[src/rtl/cpri_prb_comb_rx.sv]
// CPRI PRB combined receiver: acquires chip alignment (HUNT/VERIFY/LOCK), re-emits
// aligned words with word/chip indices, and produces a per-frame XOR checksum.
module cpri_prb_comb_rx #(
  parameter int unsigned DAT_DW      = 64,
  parameter int unsigned CHIP_LEN    = 96,
  parameter int unsigned FRAME_CHIPS = 462,
  parameter int unsigned LOCK_CNT    = 3,
  parameter int unsigned LOSS_CNT    = 2
) (
  input  logic                clk,
  input  logic                rst_n,
  input  logic                sop_cpri_i,
  input  logic [DAT_DW-1:0]   dat_cpri0_i,
  input  logic [DAT_DW-1:0]   dat_cpri1_i,
  input  logic [DAT_DW-1:0]   dat_cpri2_i,
  input  logic [DAT_DW-1:0]   dat_cpri3_i,
  input  logic [DAT_DW-1:0]   dat_cpri4_i,
  input  logic [DAT_DW-1:0]   dat_cpri5_i,
  input  logic [DAT_DW-1:0]   dat_cpri6_i,
  input  logic [DAT_DW-1:0]   dat_cpri7_i,
  output logic                lock_o,
  output logic                vld_o,
  output logic [6:0]          word_idx_o,
  output logic [8:0]          chip_idx_o,
  output logic [8*DAT_DW-1:0] dat_o,
  output logic                frame_end_o,
  output logic [DAT_DW-1:0]   chksum_o,
  output logic [15:0]         err_cnt_o,
  output logic                lost_lock_o
);

  localparam int unsigned MW = $clog2(LOCK_CNT + 1);
  localparam int unsigned BW = $clog2(LOSS_CNT + 1);

  typedef enum logic [1:0] {HUNT = 2'd0, VERIFY = 2'd1, LOCK = 2'd2} state_e;

  state_e              state_q, state_d;
  logic [6:0]          word_q, word_d, word_nxt;
  logic [8:0]          chip_q, chip_d, chip_cur, chip_sel;
  logic [MW-1:0]       match_q, match_d;
  logic [BW-1:0]       bad_q, bad_d;
  logic [DAT_DW-1:0]   acc_q, acc_d, lanes_x;
  logic [8*DAT_DW-1:0] lanes_cat;
  logic                lock_q, lock_d, vld_q, vld_d, fe_q, fe_d, lost_q, lost_d;
  logic [6:0]          widx_q, widx_d;
  logic [8:0]          cidx_q, cidx_d;
  logic [8*DAT_DW-1:0] dat_q, dat_d;
  logic [DAT_DW-1:0]   chk_q, chk_d;
  logic [15:0]         err_q, err_d;
  logic                at_w0, err_ev, enter, emit;

  always_comb begin
    lanes_cat = {dat_cpri7_i, dat_cpri6_i, dat_cpri5_i, dat_cpri4_i,
                 dat_cpri3_i, dat_cpri2_i, dat_cpri1_i, dat_cpri0_i};
    lanes_x   = dat_cpri0_i ^ dat_cpri1_i ^ dat_cpri2_i ^ dat_cpri3_i ^
                dat_cpri4_i ^ dat_cpri5_i ^ dat_cpri6_i ^ dat_cpri7_i;
    at_w0     = (word_q == '0);
    word_nxt  = (word_q == 7'(CHIP_LEN - 1)) ? '0 : word_q + 7'd1;
    // chip_q holds the chip of the previous locked word; it advances on word 0
    chip_cur  = at_w0 ? ((chip_q == 9'(FRAME_CHIPS - 1)) ? '0 : chip_q + 9'd1) : chip_q;
    err_ev    = (sop_cpri_i != at_w0);

    state_d = state_q;
    word_d  = word_q;
    chip_d  = chip_q;
    match_d = match_q;
    bad_d   = bad_q;
    acc_d   = acc_q;
    vld_d   = 1'b0;
    widx_d  = widx_q;
    cidx_d  = cidx_q;
    dat_d   = dat_q;
    fe_d    = 1'b0;
    chk_d   = chk_q;
    err_d   = err_q;
    lost_d  = 1'b0;
    enter   = 1'b0;
    emit    = 1'b0;

    case (state_q)
      HUNT: begin
        word_d = '0;
        if (sop_cpri_i) begin
          match_d = MW'(1);
          word_d  = 7'(1 % CHIP_LEN);
          if (LOCK_CNT == 1) enter = 1'b1;
          else               state_d = VERIFY;
        end
      end
      VERIFY: begin
        word_d = word_nxt;
        if (at_w0 && sop_cpri_i) begin
          match_d = match_q + MW'(1);
          if (match_q + MW'(1) == MW'(LOCK_CNT)) enter = 1'b1;
        end else if (at_w0) begin
          state_d = HUNT;
          word_d  = '0;
          match_d = '0;
        end else if (sop_cpri_i) begin
          word_d  = 7'(1 % CHIP_LEN);
          match_d = MW'(1);
        end
      end
      LOCK: begin
        word_d = word_nxt;
        if (err_ev) begin
          if (err_q != '1) err_d = err_q + 16'd1;
          bad_d = bad_q + BW'(1);
          if (bad_q + BW'(1) == BW'(LOSS_CNT)) begin
            state_d = HUNT;
            word_d  = '0;
            match_d = '0;
            bad_d   = '0;
            acc_d   = '0;
            lost_d  = 1'b1;
          end else begin
            emit = 1'b1;
          end
        end else begin
          if (sop_cpri_i) bad_d = '0;
          emit = 1'b1;
        end
      end
      default: state_d = HUNT;
    endcase

    if (enter) begin
      state_d = LOCK;
      bad_d   = '0;
    end

    // word_q is already 0 on the lock-entry word, so one emit path covers both cases
    chip_sel = enter ? '0 : chip_cur;
    if (enter || emit) begin
      vld_d  = 1'b1;
      dat_d  = lanes_cat;
      widx_d = word_q;
      cidx_d = chip_sel;
      chip_d = chip_sel;
      acc_d  = (chip_sel == '0 && at_w0) ? lanes_x : (acc_q ^ lanes_x);
      if (chip_sel == 9'(FRAME_CHIPS - 1) && word_q == 7'(CHIP_LEN - 1)) begin
        fe_d  = 1'b1;
        chk_d = acc_q ^ lanes_x;
      end
    end

    lock_d = (state_d == LOCK);
  end

  always_ff @(posedge clk or negedge rst_n) begin
    if (!rst_n) begin
      state_q <= HUNT;
      word_q  <= '0;
      chip_q  <= '0;
      match_q <= '0;
      bad_q   <= '0;
      acc_q   <= '0;
      lock_q  <= 1'b0;
      vld_q   <= 1'b0;
      widx_q  <= '0;
      cidx_q  <= '0;
      dat_q   <= '0;
      fe_q    <= 1'b0;
      chk_q   <= '0;
      err_q   <= '0;
      lost_q  <= 1'b0;
    end else begin
      state_q <= state_d;
      word_q  <= word_d;
      chip_q  <= chip_d;
      match_q <= match_d;
      bad_q   <= bad_d;
      acc_q   <= acc_d;
      lock_q  <= lock_d;
      vld_q   <= vld_d;
      widx_q  <= widx_d;
      cidx_q  <= cidx_d;
      dat_q   <= dat_d;
      fe_q    <= fe_d;
      chk_q   <= chk_d;
      err_q   <= err_d;
      lost_q  <= lost_d;
    end
  end

  assign lock_o      = lock_q;
  assign vld_o       = vld_q;
  assign word_idx_o  = widx_q;
  assign chip_idx_o  = cidx_q;
  assign dat_o       = dat_q;
  assign frame_end_o = fe_q;
  assign chksum_o    = chk_q;
  assign err_cnt_o   = err_q;
  assign lost_lock_o = lost_q;

endmodule

[config.mk]
export PLATFORM = sky130hd
export DESIGN_NAME = cpri_prb_comb_rx
export DESIGN_NICKNAME = d
export VERILOG_FILES = /design/src/rtl/cpri_prb_comb_rx.sv
export SDC_FILE = /design/constraint.sdc
export NUM_CORES = 2
export LEC_CHECK = 0
export CORE_AREA = 4 4 434 436
export DETAILED_ROUTE_END_ITERATION = 10
export DIE_AREA = 0 0 438 440
export GPL_TIMING_DRIVEN = 0
export HOLD_SLACK_MARGIN = 0.05
export MAX_ROUTING_LAYER = met4
export SETUP_SLACK_MARGIN = 0.3
export SYNTH_ARGS = -nofsm -noshare
export SYNTH_HDL_FRONTEND = slang
export SYNTH_SLANG_ARGS = --single-unit
export TNS_END_PERCENT = 30
[constraint.sdc]
create_clock -name clk -period 4.2 [get_ports clk]
set_clock_uncertainty 0.15 [all_clocks]
set_input_delay 0.42 -clock clk [delete_from_list [all_inputs] [get_ports clk]]
set_output_delay 0.42 -clock clk [all_outputs]
set_load 0.1 [all_outputs]
Yosys cells after proc, flatten, opt, wreduce, memory -nomap -nowiden
Index checks and enable logic that the tools add are counted.

word-level totals
  bits in registers = 689
  latch bits = 0
  RAM bits = 0
  memory bits (read-only) = 0
  input bits = 515
  output and inout bits = 612
  logic and storage cells = 103
  memories = 0

cells by class
  $add $sub $neg = 5
  $mul = 0
  div/mod/pow operators = 0
  order comparisons = 0
  equality and inequality tests = 12
  shifts and indexed selects = 0
  muxes and demuxes = 46
  bitwise operators = 8
  reductions and logical operators = 18

operator list
  operator                                        number
  bitwise XOR 64 bit                              8
  two-way mux 64 bit                              5
  two-way mux 7 bit                               6
  two-way mux 2 bit                               16
  two-way mux 9 bit                               3
  one-hot mux 7 bit (3 select lines)              1
  equality test 9 bit (second input constant)     2
  adder 16 x 1 -> 16 bit (second input constant)  1
  inequality test 16 bit (second input constant)  1
  two-way mux 1 bit                               13
  one-hot mux 2 bit (3 select lines)              2
  adder 9 x 1 -> 9 bit (second input constant)    1
  logical NOT 9 bit                               1
  AND reduction 3 bit                             3
  equality test 2 bit (second input constant)     4
  nonzero test 2 bit                              4
  adder 7 x 1 -> 7 bit (second input constant)    1
  equality test 7 bit (second input constant)     1
  logical NOT 7 bit                               1
  nonzero test 3 bit                              2
  adder 2 x 1 -> 2 bit (second input constant)    2
  inequality test 2 bit (second input constant)   2
  AND reduction 2 bit                             2
  logical AND 1 bit                               3
  other kinds (4)                                 4

Longest topological paths before layout
  depth after elaboration = 10
  depth in mapped cells = 16

Worst setup path after synthesis
No wires, ideal clock.

  path type = flip-flop to flip-flop
  start point = reg word_q[2]
  end point = reg dat_q[399], in the netlist dat_o[399]
  library setup time = 0.068 ns
  arrival time = 3.415 ns
  data required time = 3.982 ns
  setup slack = 0.568 ns
  cell stages (with the launch flop) = 15
  buffers on the path = 5
  period minus slack after synthesis = 3.632 ns
  path through = dfrtp_1 buf_6 or4_4 nor2_8 inv_2 ha_1 nand3b_1 and2_1 clkbuf_1 nor2_1 clkbuf_1 clkbuf_1 clkbuf_1 nand2_1 nand2_1

between the ends
  word-level cells in the longest chain between the ends = 5
  elaborated cells between the ends (all ways) = 8
  those cells by class = eq/ne (1); mux (4); reduce/logical (3)

ends and longest elaborated chain
  element                                                            line     source
  start, declared                                                    38       logic [6:0] word_q, word_d, word_nxt;
  start signal, assigned                                             169      word_q <= word_d;
  logical NOT 7 bit (*)                                              57       at_w0 = (word_q == '0);
  inequality test 1 bit / logical AND 1 bit (equally long branches)  61, 92
  two-way mux 1 bit, on equally long branches                        106, 92
  two-way mux 1 bit                                                  80       case (state_q)
  logical OR 1 bit (*)                                               134      if (enter || emit) begin
  end signal, assigned                                               178      dat_q <= dat_d;
  end, declared                                                      47       logic [8*DAT_DW-1:0] dat_q, dat_d;

Mark *: on every way between the ends. The rest lies on a longest branch, timed or not.
A chain may end at the register's enable or synchronous reset.

Worst setup path after layout
  start point = reg word_q[2]
  end point = reg acc_q[3]

between the ends
  word-level cells in the longest chain between the ends = 9
  elaborated cells between the ends (all ways) = 18
  those cells by class = eq/ne (1); mux (8); reduce/logical (9)

ends and longest elaborated chain
  element                line  source
  logical NOT 7 bit (*)  57
  logical AND 1 bit      92    if (at_w0 && sop_cpri_i) begin
  two-way mux 1 bit      92
  two-way mux 1 bit      80
  two-way mux 9 bit      133   chip_sel = enter ? '0 : chip_cur;
  logical NOT 9 bit      140   acc_d = (chip_sel == '0 && at_w0) ? lanes_x : (acc_q ^ lanes_x);
  logical AND 1 bit      140
  two-way mux 64 bit     140
  two-way mux 64 bit     134
  end signal, assigned   157   acc_q <= '0;
  end signal, assigned   173   acc_q <= acc_d;
  end, declared          42    logic [DAT_DW-1:0] acc_q, acc_d, lanes_x;

Marks and branches as above.

==> impl_metrics.yaml <==
run_status:
  status: "finished, final reports clean"
flow_run:
  cap_violations: 0
worst_setup_path:
  critPathMaxFanout: 10
  crit_start: "word_q[2]"
  critPathLaunchType: "flop"
  critPathKind: "reg2reg"
  crit_required_ps: 4620
  worstPathArrival_ps: 4220
  end_kind: "flop"
  rr_startpoint: "word_q[2]"
synthesis:
  postSynthCellCount: 3553
  synthArstFlopShare_pct: 100
  ys.flop_type: "dfrtp_1"
  yosysSeqAreaShare_pct: 52.5
  yosysMostFrequentCell: "nand2_1"
  synth_top_cell_area_share_pct: 52.5
  yosys-top-cells-area: "dfrtp_1, nand2_1, xnor2_1, mux2_4, clkbuf_1"
  synthesis.nets: 4081
  synthesis.area_um2: 32800
  synthTopCellsByCount: "nand2_1, dfrtp_1, xnor2_1"
  syn_area_per_cell_um2: 9.24
  yosys_warnings: 0
  yosysUniqueCellTypes: 63
  postSynthRegisterBits: 689
  synth_top_cell_by_area: "dfrtp_1"
  synth-edff-count: 0
timing:
  clock.fmax_mhz: 263
  layout_min_cycle_time_ps: 3800
  worst_slew_pin_slew_ps: 1430
  setup_tns_ps: 0
  slew_headroom_pct: 4.68
  rsz0062_at_grt: "true"
  finalHoldViolCount: 0
  fin_crit_sh_pct: 90.6
  final_max_slew_viol_count: 0
  setup_viol: 0
hold_path:
  worstHoldStart: "dat_cpri2_i[26]"
  hp-class: "in2reg"
routing:
  wl_per_cell_um: 28.7
  antenna_left: 0
  viasPerCell: 4.16
  first_pass_iters: 5
  routed_wl_um: 212000
  drt_iter0_drc: 2234
  vias: 30700
  drc: 0
global_routing:
  antenna_found_initial: 29
  grt_pass1_wl_um: 277000
  grt_remaining_overflow: 0
  grt_max_degree: 106
  grt_pass1_vias: 30800
  grt_use_total_pct: 21.7
place:
  place_inst: 7170
  dpl_cell_area_um2: 47500
  routabilityCongestion: 0.986
  port-buffer-count: 1126
  hpwlAfterDp_um: 171000
floorplanning:
  rows: 158
  core_area_um2: 185000
  initial_core_util_pct: 17.8
  die_w_um: 438
  dieArea_um2: 193000
  die_h_um: 440
  ios: 1127
final_layout:
  final_util_pct: 28.3
  syn2layout_area_growth_pct: 59.5
  fin_area_um2: 52300
  instances_no_fill: 7384
  drive_above_1_share_pct: 10.2
  nFillCells: 19700
  fin_nets: 5340
clock_network:
  cts.htree.levels: 3
  insertion_delay_ps: 720
  cts_buffers: 92
  clkTransAtPathRegs_ps: 70
  cts_root_buffer: "clkbuf_16"
  cts_sinks: 689
  cts_tree: "yes"
  cts_buffer_depth: 3
pwr:
  peakVddDrop_mv: 0.843
  power_density_nw_per_um2: 918
  leakagePower_nw: 23.3
## layout by cell type (no fill, tap or decap), types with 11 or more instances in the layout
cell type        count
nand3_1             13
diode_2             16
clkbuf_8            40
inv_1               14
buf_4               12
nand2_1           1634
a21oi_1             21
o211ai_1            63
buf_16              12
o21ai_0             15
a221oi_1            13
ha_1                11
clkdlybuf4s50_1   1122
buf_2               27
nor2_1              18
clkinv_2            16
xnor2_1            524
clkbuf_2            46
and3_1              62
nor3_1              71
clkbuf_1            39
clkbuf_4            27
dfrtp_1            689
clkbuf_16          111
a221oi_2            50
mux2_4              60
## kinds of logic after synthesis
group,after synthesis,share of synthesized area (%)
xor gates and xnor gates,530,14.1
and+or+nand+nor,1870,22.8
AOI/OAI and AO/OA,193,4.48
adders and majority gates,13,0.496
DFF,689,52.5
buffers and inverters,192,2.57
muxes,66,2.95
## registers in the layout (all words and copies together), names as in the netlist
register / flops
word_idx_o: 7
acc_q: 64
dat_o: 512
frame_end_o: 1
lock_o: 1
bad_q: 2
chksum_o: 64
vld_o: 1
err_cnt_o: 16
word_q: 7
state_q: 2
chip_idx_o: 9
match_q: 2
lost_lock_o: 1
## through the flow
| step | worst slack [ps] | hold WS [ps] | total power [mW] |
|---|---|---|---|
| global placement | -32630 | 296 | 39.3 |
| detailed placement | -2690 | 304 | 39.4 |
| global route | 269 | 103 | 49.7 |
| floorplan | 568 | -25.6 | 30.6 |
| CTS | 209 | 50.3 | 48.3 |
| finish | 397 | 128 | 48.0 |
## power by group
group          switching [mW]  total, mW  internal, mW
Clock                    3.50       8.47          4.97
Sequential               1.86       11.0          9.09
Combinational            22.4       28.6          6.21
Total                    27.8       48.0          20.3
## area by class of cell
class | instances | area [µm²] | share of cell area (%)
clock buffers | 128 | 2640 | 5.04
clock inverters | 42 | 546 | 1.04
multi-input cells | 2672 | 15200 | 29.1
flip-flops and latches | 689 | 17200 | 32.9
inverters | 16 | 68.8 | 0.131
well taps | 2480 | 3100 | 5.93
repair buffers | 1165 | 11900 | 22.8
diodes | 16 | 40.0 | 0.0765
plain buffers | 176 | 1580 | 3.03
## worst paths after layout
| check | endpoint | slack, ps | depth (start not counted) |
|---|---|---|---|
| worst max-delay path | acc_q[3] | 400 | 17 |
| worst min-delay path | dat_o[154] | 130 | 3 |
| worst max register to register | acc_q[3] | 400 | 17 |
| worst min register to register | dat_o[302] | 310 | 2 |
| max in group asynchronous | dat_o[94] | 1710 | 5 |
| min in group asynchronous | dat_o[455] | 150 | 2 |
## repair_timing
| action | 4_1_cts | 5_1_grt |
|---|---|---|
| pin swaps | 3 | 35 |
| setup endpoints to repair | 650 | 442 |
| hold buffers | 9 | 0 |
| cloned | 7 | 2 |
| resized for setup | 279 | 117 |
| hold endpoints to repair | 96 | 0 |
| setup buffers | 9 | 1 |
## worst max-delay path: stages (launching register included)
cell,delay (ps)
dfrtp_1,370
buf_6,140
or4_4,580
nor2_8,140
inv_6,40
ha_4,270
nand3b_1,110
and2_4,190
buf_8,140
nor2_4,150
buf_12,160
clkinvlp_4,110
buf_12,150
buf_16,170
buf_8,160
and3_1,180
a221oi_1,270
o211ai_1,140
## routing by layer
layer  up-vias  global-route usage [%]  share of wire [%]
li1      14000                       -                  -
met1     15400                    26.2                 41
met2      1086                    37.3                 51
met3       230                    3.83                5.6
met4         0                    5.46                2.6
met5         -                       -                  0
Power figures use the tool's default switching activity.
